$ cat src/rtl/cipher_framer_if.sv
// Byte-stream bundle for cipher_framer: ciphertext in, framed bytes out on valid/ready.
// The master modport is the framer's view; the slave modport is the surrounding logic's view.
interface cipher_framer_if;
  logic [7:0] in_data;
  logic       in_valid;
  logic       flush;
  logic [7:0] tx_data;
  logic       tx_valid;
  logic       tx_ready;
  logic       overflow;
  logic       busy;

  modport master (
    input  in_data, in_valid, flush, tx_ready,
    output tx_data, tx_valid, overflow, busy
  );

  modport slave (
    output in_data, in_valid, flush, tx_ready,
    input  tx_data, tx_valid, overflow, busy
  );
endinterface

$ cat src/rtl/cipher_framer.sv
// Buffers RC4 ciphertext bytes in a FIFO and emits SYNC, LEN, payload, CSUM frames
// on a valid/ready byte port. All outputs are registered.
module cipher_framer #(
  parameter int         PAYLOAD_LEN = 16,
  parameter int         DEPTH       = 32,
  parameter logic [7:0] SYNC_BYTE   = 8'hA5
) (
  input  logic            clk,
  input  logic            rst,
  cipher_framer_if.master bus
);

  localparam int AW = $clog2(DEPTH);
  localparam int CW = AW + 1;
  localparam logic [CW-1:0] DEPTH_C = CW'(DEPTH);
  localparam logic [CW-1:0] PLEN_C  = CW'(PAYLOAD_LEN);

  typedef enum logic [2:0] {S_IDLE, S_SYNC, S_LEN, S_PAYLOAD, S_CSUM} state_t;

  state_t        state_q, state_d;
  logic [7:0]    len_q, len_d;
  logic [7:0]    byte_cnt_q, byte_cnt_d;
  logic [7:0]    csum_q, csum_d;
  logic [AW-1:0] rd_ptr_q, rd_ptr_d;
  logic [AW-1:0] wr_ptr_q, wr_ptr_d;
  logic [CW-1:0] count_q, count_d;
  logic [7:0]    tx_data_q, tx_data_d;
  logic          tx_valid_q, tx_valid_d;
  logic          busy_q, busy_d;
  logic          overflow_q, overflow_d;
  logic          flush_q, flush_d;
  logic [7:0]    mem_q [DEPTH];

  logic          hs;
  logic          push;
  logic          pop;
  logic          start;
  logic [7:0]    head;
  logic [7:0]    next_head;

  always_comb begin
    state_d    = state_q;
    len_d      = len_q;
    byte_cnt_d = byte_cnt_q;
    csum_d     = csum_q;
    rd_ptr_d   = rd_ptr_q;
    wr_ptr_d   = wr_ptr_q;
    count_d    = count_q;
    tx_data_d  = tx_data_q;
    tx_valid_d = tx_valid_q;
    busy_d     = busy_q;
    overflow_d = overflow_q;
    start      = 1'b0;

    hs        = tx_valid_q && bus.tx_ready;
    push      = bus.in_valid && (count_q != DEPTH_C);
    pop       = (state_q == S_PAYLOAD) && hs;
    head      = mem_q[rd_ptr_q];
    next_head = mem_q[rd_ptr_q + AW'(1)];

    // Flush is registered so it lines up with the count it will frame; outside IDLE it is dropped.
    flush_d = bus.flush && (state_q == S_IDLE);

    if (bus.in_valid && (count_q == DEPTH_C)) overflow_d = 1'b1;
    if (push) wr_ptr_d = wr_ptr_q + AW'(1);
    if (pop)  rd_ptr_d = rd_ptr_q + AW'(1);
    if (push && !pop)      count_d = count_q + CW'(1);
    else if (!push && pop) count_d = count_q - CW'(1);

    case (state_q)
      S_IDLE: begin
        if (count_q >= PLEN_C) begin
          len_d = 8'(PAYLOAD_LEN);
          start = 1'b1;
        end else if (flush_q && (count_q != '0)) begin
          len_d = 8'(count_q);
          start = 1'b1;
        end
        if (start) begin
          state_d    = S_SYNC;
          tx_valid_d = 1'b1;
          tx_data_d  = SYNC_BYTE;
          busy_d     = 1'b1;
        end
      end
      S_SYNC: begin
        if (hs) begin
          state_d   = S_LEN;
          tx_data_d = len_q;
        end
      end
      S_LEN: begin
        if (hs) begin
          state_d    = S_PAYLOAD;
          byte_cnt_d = 8'd0;
          csum_d     = 8'd0;
          tx_data_d  = head;
        end
      end
      S_PAYLOAD: begin
        if (hs) begin
          csum_d     = csum_q + head;
          byte_cnt_d = byte_cnt_q + 8'd1;
          // The following byte is already resident: the frame only starts once count >= len.
          if (byte_cnt_q == len_q - 8'd1) begin
            state_d   = S_CSUM;
            tx_data_d = csum_q + head;
          end else begin
            tx_data_d = next_head;
          end
        end
      end
      S_CSUM: begin
        if (hs) begin
          state_d    = S_IDLE;
          tx_valid_d = 1'b0;
          busy_d     = 1'b0;
        end
      end
      default: state_d = S_IDLE;
    endcase
  end

  always_ff @(posedge clk) begin
    if (rst) begin
      state_q    <= S_IDLE;
      len_q      <= 8'd0;
      byte_cnt_q <= 8'd0;
      csum_q     <= 8'd0;
      rd_ptr_q   <= '0;
      wr_ptr_q   <= '0;
      count_q    <= '0;
      tx_data_q  <= 8'd0;
      tx_valid_q <= 1'b0;
      busy_q     <= 1'b0;
      overflow_q <= 1'b0;
      flush_q    <= 1'b0;
    end else begin
      state_q    <= state_d;
      len_q      <= len_d;
      byte_cnt_q <= byte_cnt_d;
      csum_q     <= csum_d;
      rd_ptr_q   <= rd_ptr_d;
      wr_ptr_q   <= wr_ptr_d;
      count_q    <= count_d;
      tx_data_q  <= tx_data_d;
      tx_valid_q <= tx_valid_d;
      busy_q     <= busy_d;
      overflow_q <= overflow_d;
      flush_q    <= flush_d;
    end
  end

  always_ff @(posedge clk) begin
    if (push) mem_q[wr_ptr_q] <= bus.in_data;
  end

  assign bus.tx_data  = tx_data_q;
  assign bus.tx_valid = tx_valid_q;
  assign bus.busy     = busy_q;
  assign bus.overflow = overflow_q;

endmodule

$ cat src/flat_wrapper.sv
// flat-port wrapper written by rule: the top's interface ports become plain ports
module cipher_framer_flat 
#(
  parameter int         PAYLOAD_LEN = 16,
  parameter int         DEPTH       = 32,
  parameter logic [7:0] SYNC_BYTE   = 8'hA5
)
  (clk, rst, bus_in_data, bus_in_valid, bus_flush, bus_tx_ready, bus_tx_data, bus_tx_valid, bus_overflow, bus_busy);
  cipher_framer_if bus_i ();
  input  logic clk;
  input  logic rst;
  input wire logic [$bits(bus_i.in_data)-1:0] bus_in_data;
  input wire logic [$bits(bus_i.in_valid)-1:0] bus_in_valid;
  input wire logic [$bits(bus_i.flush)-1:0] bus_flush;
  input wire logic [$bits(bus_i.tx_ready)-1:0] bus_tx_ready;
  output wire logic [$bits(bus_i.tx_data)-1:0] bus_tx_data;
  output wire logic [$bits(bus_i.tx_valid)-1:0] bus_tx_valid;
  output wire logic [$bits(bus_i.overflow)-1:0] bus_overflow;
  output wire logic [$bits(bus_i.busy)-1:0] bus_busy;
  assign bus_i.in_data = bus_in_data;
  assign bus_i.in_valid = bus_in_valid;
  assign bus_i.flush = bus_flush;
  assign bus_i.tx_ready = bus_tx_ready;
  assign bus_tx_data = bus_i.tx_data;
  assign bus_tx_valid = bus_i.tx_valid;
  assign bus_overflow = bus_i.overflow;
  assign bus_busy = bus_i.busy;
  cipher_framer #(.PAYLOAD_LEN(PAYLOAD_LEN), .DEPTH(DEPTH), .SYNC_BYTE(SYNC_BYTE)) u_core (.clk(clk), .rst(rst), .bus(bus_i));
endmodule
$ cat config.mk
export PLATFORM = sky130hd
export DESIGN_NAME = cipher_framer_flat
export DESIGN_NICKNAME = d
export VERILOG_FILES = /design/src/rtl/cipher_framer_if.sv /design/src/rtl/cipher_framer.sv /design/src/flat_wrapper.sv
export SDC_FILE = /design/constraint.sdc
export NUM_CORES = 1
export LEC_CHECK = 0
export CORE_UTILIZATION = 60
export DETAILED_ROUTE_END_ITERATION = 10
export PLACE_DENSITY_LB_ADDON = 0.12
export SETUP_SLACK_MARGIN = 0.15
export SLEW_MARGIN = 25
export SYNTH_ARGS = -nofsm -noshare
export SYNTH_HDL_FRONTEND = slang
export SYNTH_SLANG_ARGS = --single-unit
$ cat constraint.sdc
create_clock -name clk -period 4.08 [get_ports clk]
set_clock_uncertainty 0.2 [all_clocks]
set_input_delay 0.816 -clock clk [delete_from_list [all_inputs] [get_ports clk]]
set_output_delay 0.816 -clock clk [all_outputs]
set_load 0.005 [all_outputs]
==> results by group <==
Route
  – Routed length per instance: 28.14 um
  – Detailed-router iteration count before antenna repair: 5
  – Vias: 9307
  – DRC violations left: 0
  – Drt via density: 6.843
  – Detail Route Antenna Nets: 0
  – Drt initial violations: 1107
  – Routed WL: 38270 um

STA
  – # setup viols final: 0
  – Worst Tran Pin Value: 989.8 ps
  – Period utilization: 0.9233
  – Setup TNS: 0 ps
  – Final-report hold violation count: 0
  – Slew Viols, Final: 0
  – Final critical-path required period: 3767 ps
  – RSZ-0062 raised after global routing: yes
  – Worst slew margin: 0.3401
  – Hold WS: 272.1 ps
  – Fmax: 265.5 MHz

Critical path
  – CP Max Fanout: 7
  – Critical path endpoint category: register
  – Startpoint types: register
  – Crit path DAT: 3970 ps
  – Crit Path Category: reg2reg
  – CP Data Required Time: 4290 ps

Logic synthesis
  – Syn_nets: 961
  – Main flop type after synthesis: edfxtp_1
  – Synth Area in XOR/XNOR: 0.01844
  – Synth Warn #: 0
  – Post-synthesis compound-gate area fraction: 0.05039
  – Syn Area/Cell: 16.18 um^2
  – Post-synth EDFFs: 256
  – Netlist cell types: 60
  – Seq cells post-synth: 313
  – Largest family of logic cells by synthesized area: multiplexers
  – Register area share after synthesis: 0.5886
  – Post-Synth Adder-Cell Area: 0.01852
  – Mapped cell area: 0.01500 mm^2
  – Multiplexer area fraction after synthesis: 0.2443
  – Simple-gate share of the synthesized area: 0.05790
  – Post-Syn Instances: 927
  – Asr flop ratio synth: 0

Clocking
  – Worst-Skew Late Latency: 520 ps
  – Worst-path clk slew: 60 ps
  – CTS buffer count: 34
  – CTS tree: done
  – Clock Root Buffer: clkbuf_16
  – CTS H-Tree Depth: 2
  – Clk buf depth: 3
  – CTS Hold Bufs: 0
  – Number of clock sinks: 313

Floorplan
  – # IOs: 24
  – Die Wd: 160.1 um
  – Core Region: 0.02439 mm^2
  – Initial core utilization: 0.6149
  – Vert. Die Dim: 160.1 um
  – Die area: 0.02563 mm^2
  – Row count: 57

Final layout
  – Commonest non-fill, non-tap cells in the layout: 256 x edfxtp_1, 140 x mux4_2, 86 x nor2_1
  – Fraction of layout cells with a size suffix above 1: 0.2915
  – Filler instances: 1583
  – Final Util: 0.7043
  – Nets: 1044
  – P&R area growth vs syn: 14.53%
  – ANT cells: 0
  – Most common cell after layout, fill and taps aside: edfxtp_1

Global routing
  – Largest net degree at the start of global routing: 50
  – Antenna violations before repair: 1
  – First-pass GRT wire length: 57570 um
  – Total Routing Usage GR: 0.3076
  – Grt ovf: 0
  – Vias in the first global route: 9296

Run status
  – Outcome: completed

Placed design
  – Port bufs: 23
  – DP HPWL: 26250 um
  – Gpl congestion: 0.9066

Power and ir drop
  – Pwr/cell area: 437.5 mW/mm^2
  – Peak supply drop: 364.6 uV
  – LEAKAGE: 5.665 nW

Flow run
  – Max Cap Violations: 0

Hold path
  – Min-delay worst type: reg2reg
-- cell usage after synthesis (all sizes together), types with 9 or more instances --
cell / count / area share
edfxtp: 256 / 0.51
mux4: 140 / 0.21
nor2: 88 / 0.023
dfxtp: 57 / 0.076
mux2i: 50 / 0.033
a21oi: 40 / 0.014
nand2: 37 / 0.0093
buf: 35 / 0.013
clkbuf: 22 / 0.0055
ha: 19 / 0.016
xor2: 17 / 0.0099
o21ai: 15 / 0.0050
inv: 14 / 0.0035
nand3: 14 / 0.0047
xnor2: 12 / 0.0070
a22oi: 10 / 0.0050
a22o: 9 / 0.0053
-- power breakdown --
part | internal (mW) | total, mW | leakage (nW) | switching [mW]
registers | 3.55 | 3.66 | 2.77 | 0.109
clock network | 1.77 | 3.02 | 0.536 | 1.25
logic | 0.349 | 0.836 | 2.36 | 0.486
total | 5.67 | 7.52 | 5.67 | 1.84
-- cell type report --
class,instances,area (um^2),share of cell area
Tap cell,324,405.4,0.02360
Multi-Input combinational cell,543,5891,0.3429
Timing Repair Buffer,104,885.9,0.05157
Inverter,14,55.05,0.003205
Sequential cell,313,8837,0.5145
Clock inverter,22,209.0,0.01216
Clock buffer,40,894.6,0.05208
-- worst max-delay path, stage by stage (launching register included) --
cell and delay [ps]:
dfxtp_4 370, buf_6 170, mux4_2 510, mux2i_1 180
a22o_1 180, a221oi_1 80, ha_1 300, fa_1 450
a21o_1 180, a21oi_1 220, o21bai_1 100, a21oi_1 180
xnor2_1 180, a21oi_2 80, o32ai_1 270
-- worst paths after layout --
kind | from | end | slack [ps] | cells past startpoint
worst max-delay path | register | u_core.bus.tx_data[6]$_SDFFE_PP0P_ | 310 | 14
worst min-delay path | u_core.bus.overflow$_SDFFE_PP0P_ | u_core.bus.overflow$_SDFFE_PP0P_ | 270 | 2
worst max register to register | register | u_core.bus.tx_data[6]$_SDFFE_PP0P_ | 310 | 14
worst min register to register | u_core.bus.overflow$_SDFFE_PP0P_ | u_core.bus.overflow$_SDFFE_PP0P_ | 270 | 2
-- per-layer routing --
metal / global-route usage / vias up / wire length, um
met1: 0.4228 / 4822 / 15120
met4: 0.1087 / 4 / 1423
met3: 0.06961 / 88 / 3457
li1: - / 3922 / -
met5: 0.007576 / - / 39
met2: 0.4879 / 471 / 18240
-- sequential cells by signal (all words and copies together), names as in the netlist, 3 cells and up, named ones only --
signal	flops
u_core.byte_cnt_q	8
u_core.csum_q	8
u_core.mem_q	256
u_core.count_q	6
u_core.wr_ptr_q	5
u_core.len_q	6
u_core.bus.tx_data	8
u_core.state_q	3
u_core.rd_ptr_q	5
-- cell families after synthesis --
group,Yosys count
adder cells (fa/ha/maj),21
buffers and inverters,71
AO/OA/AOI/OAI,113
AND/OR/NAND/NOR,188
multiplexers,191
flip-flops,313
XOR/XNOR,30
-- repair_timing --
item / 4_1_cts / 5_1_grt
endpoints found under the setup margin: 0 / 5
gates resized for setup: 0 / 9
setup buffers: 0 / 12
-- through the flow --
step | instance area, um^2 | instances | setup WS [ps] | power (mW)
4_1_cts | 17050 | 1348 | 203.7 | 7.532
3_5_place_dp | 15940 | 1286 | 211.7 | 4.548
5_1_grt | 17180 | 1360 | 78.57 | 7.748
2_1_floorplan | 15000 | 927 | 411.7 | 4.228
3_3_place_gp | 15950 | 1286 | 259.4 | 4.518
6_report | 17180 | 1360 | 312.9 | 7.515
Note: power is estimated with default switching activity, not from simulation.
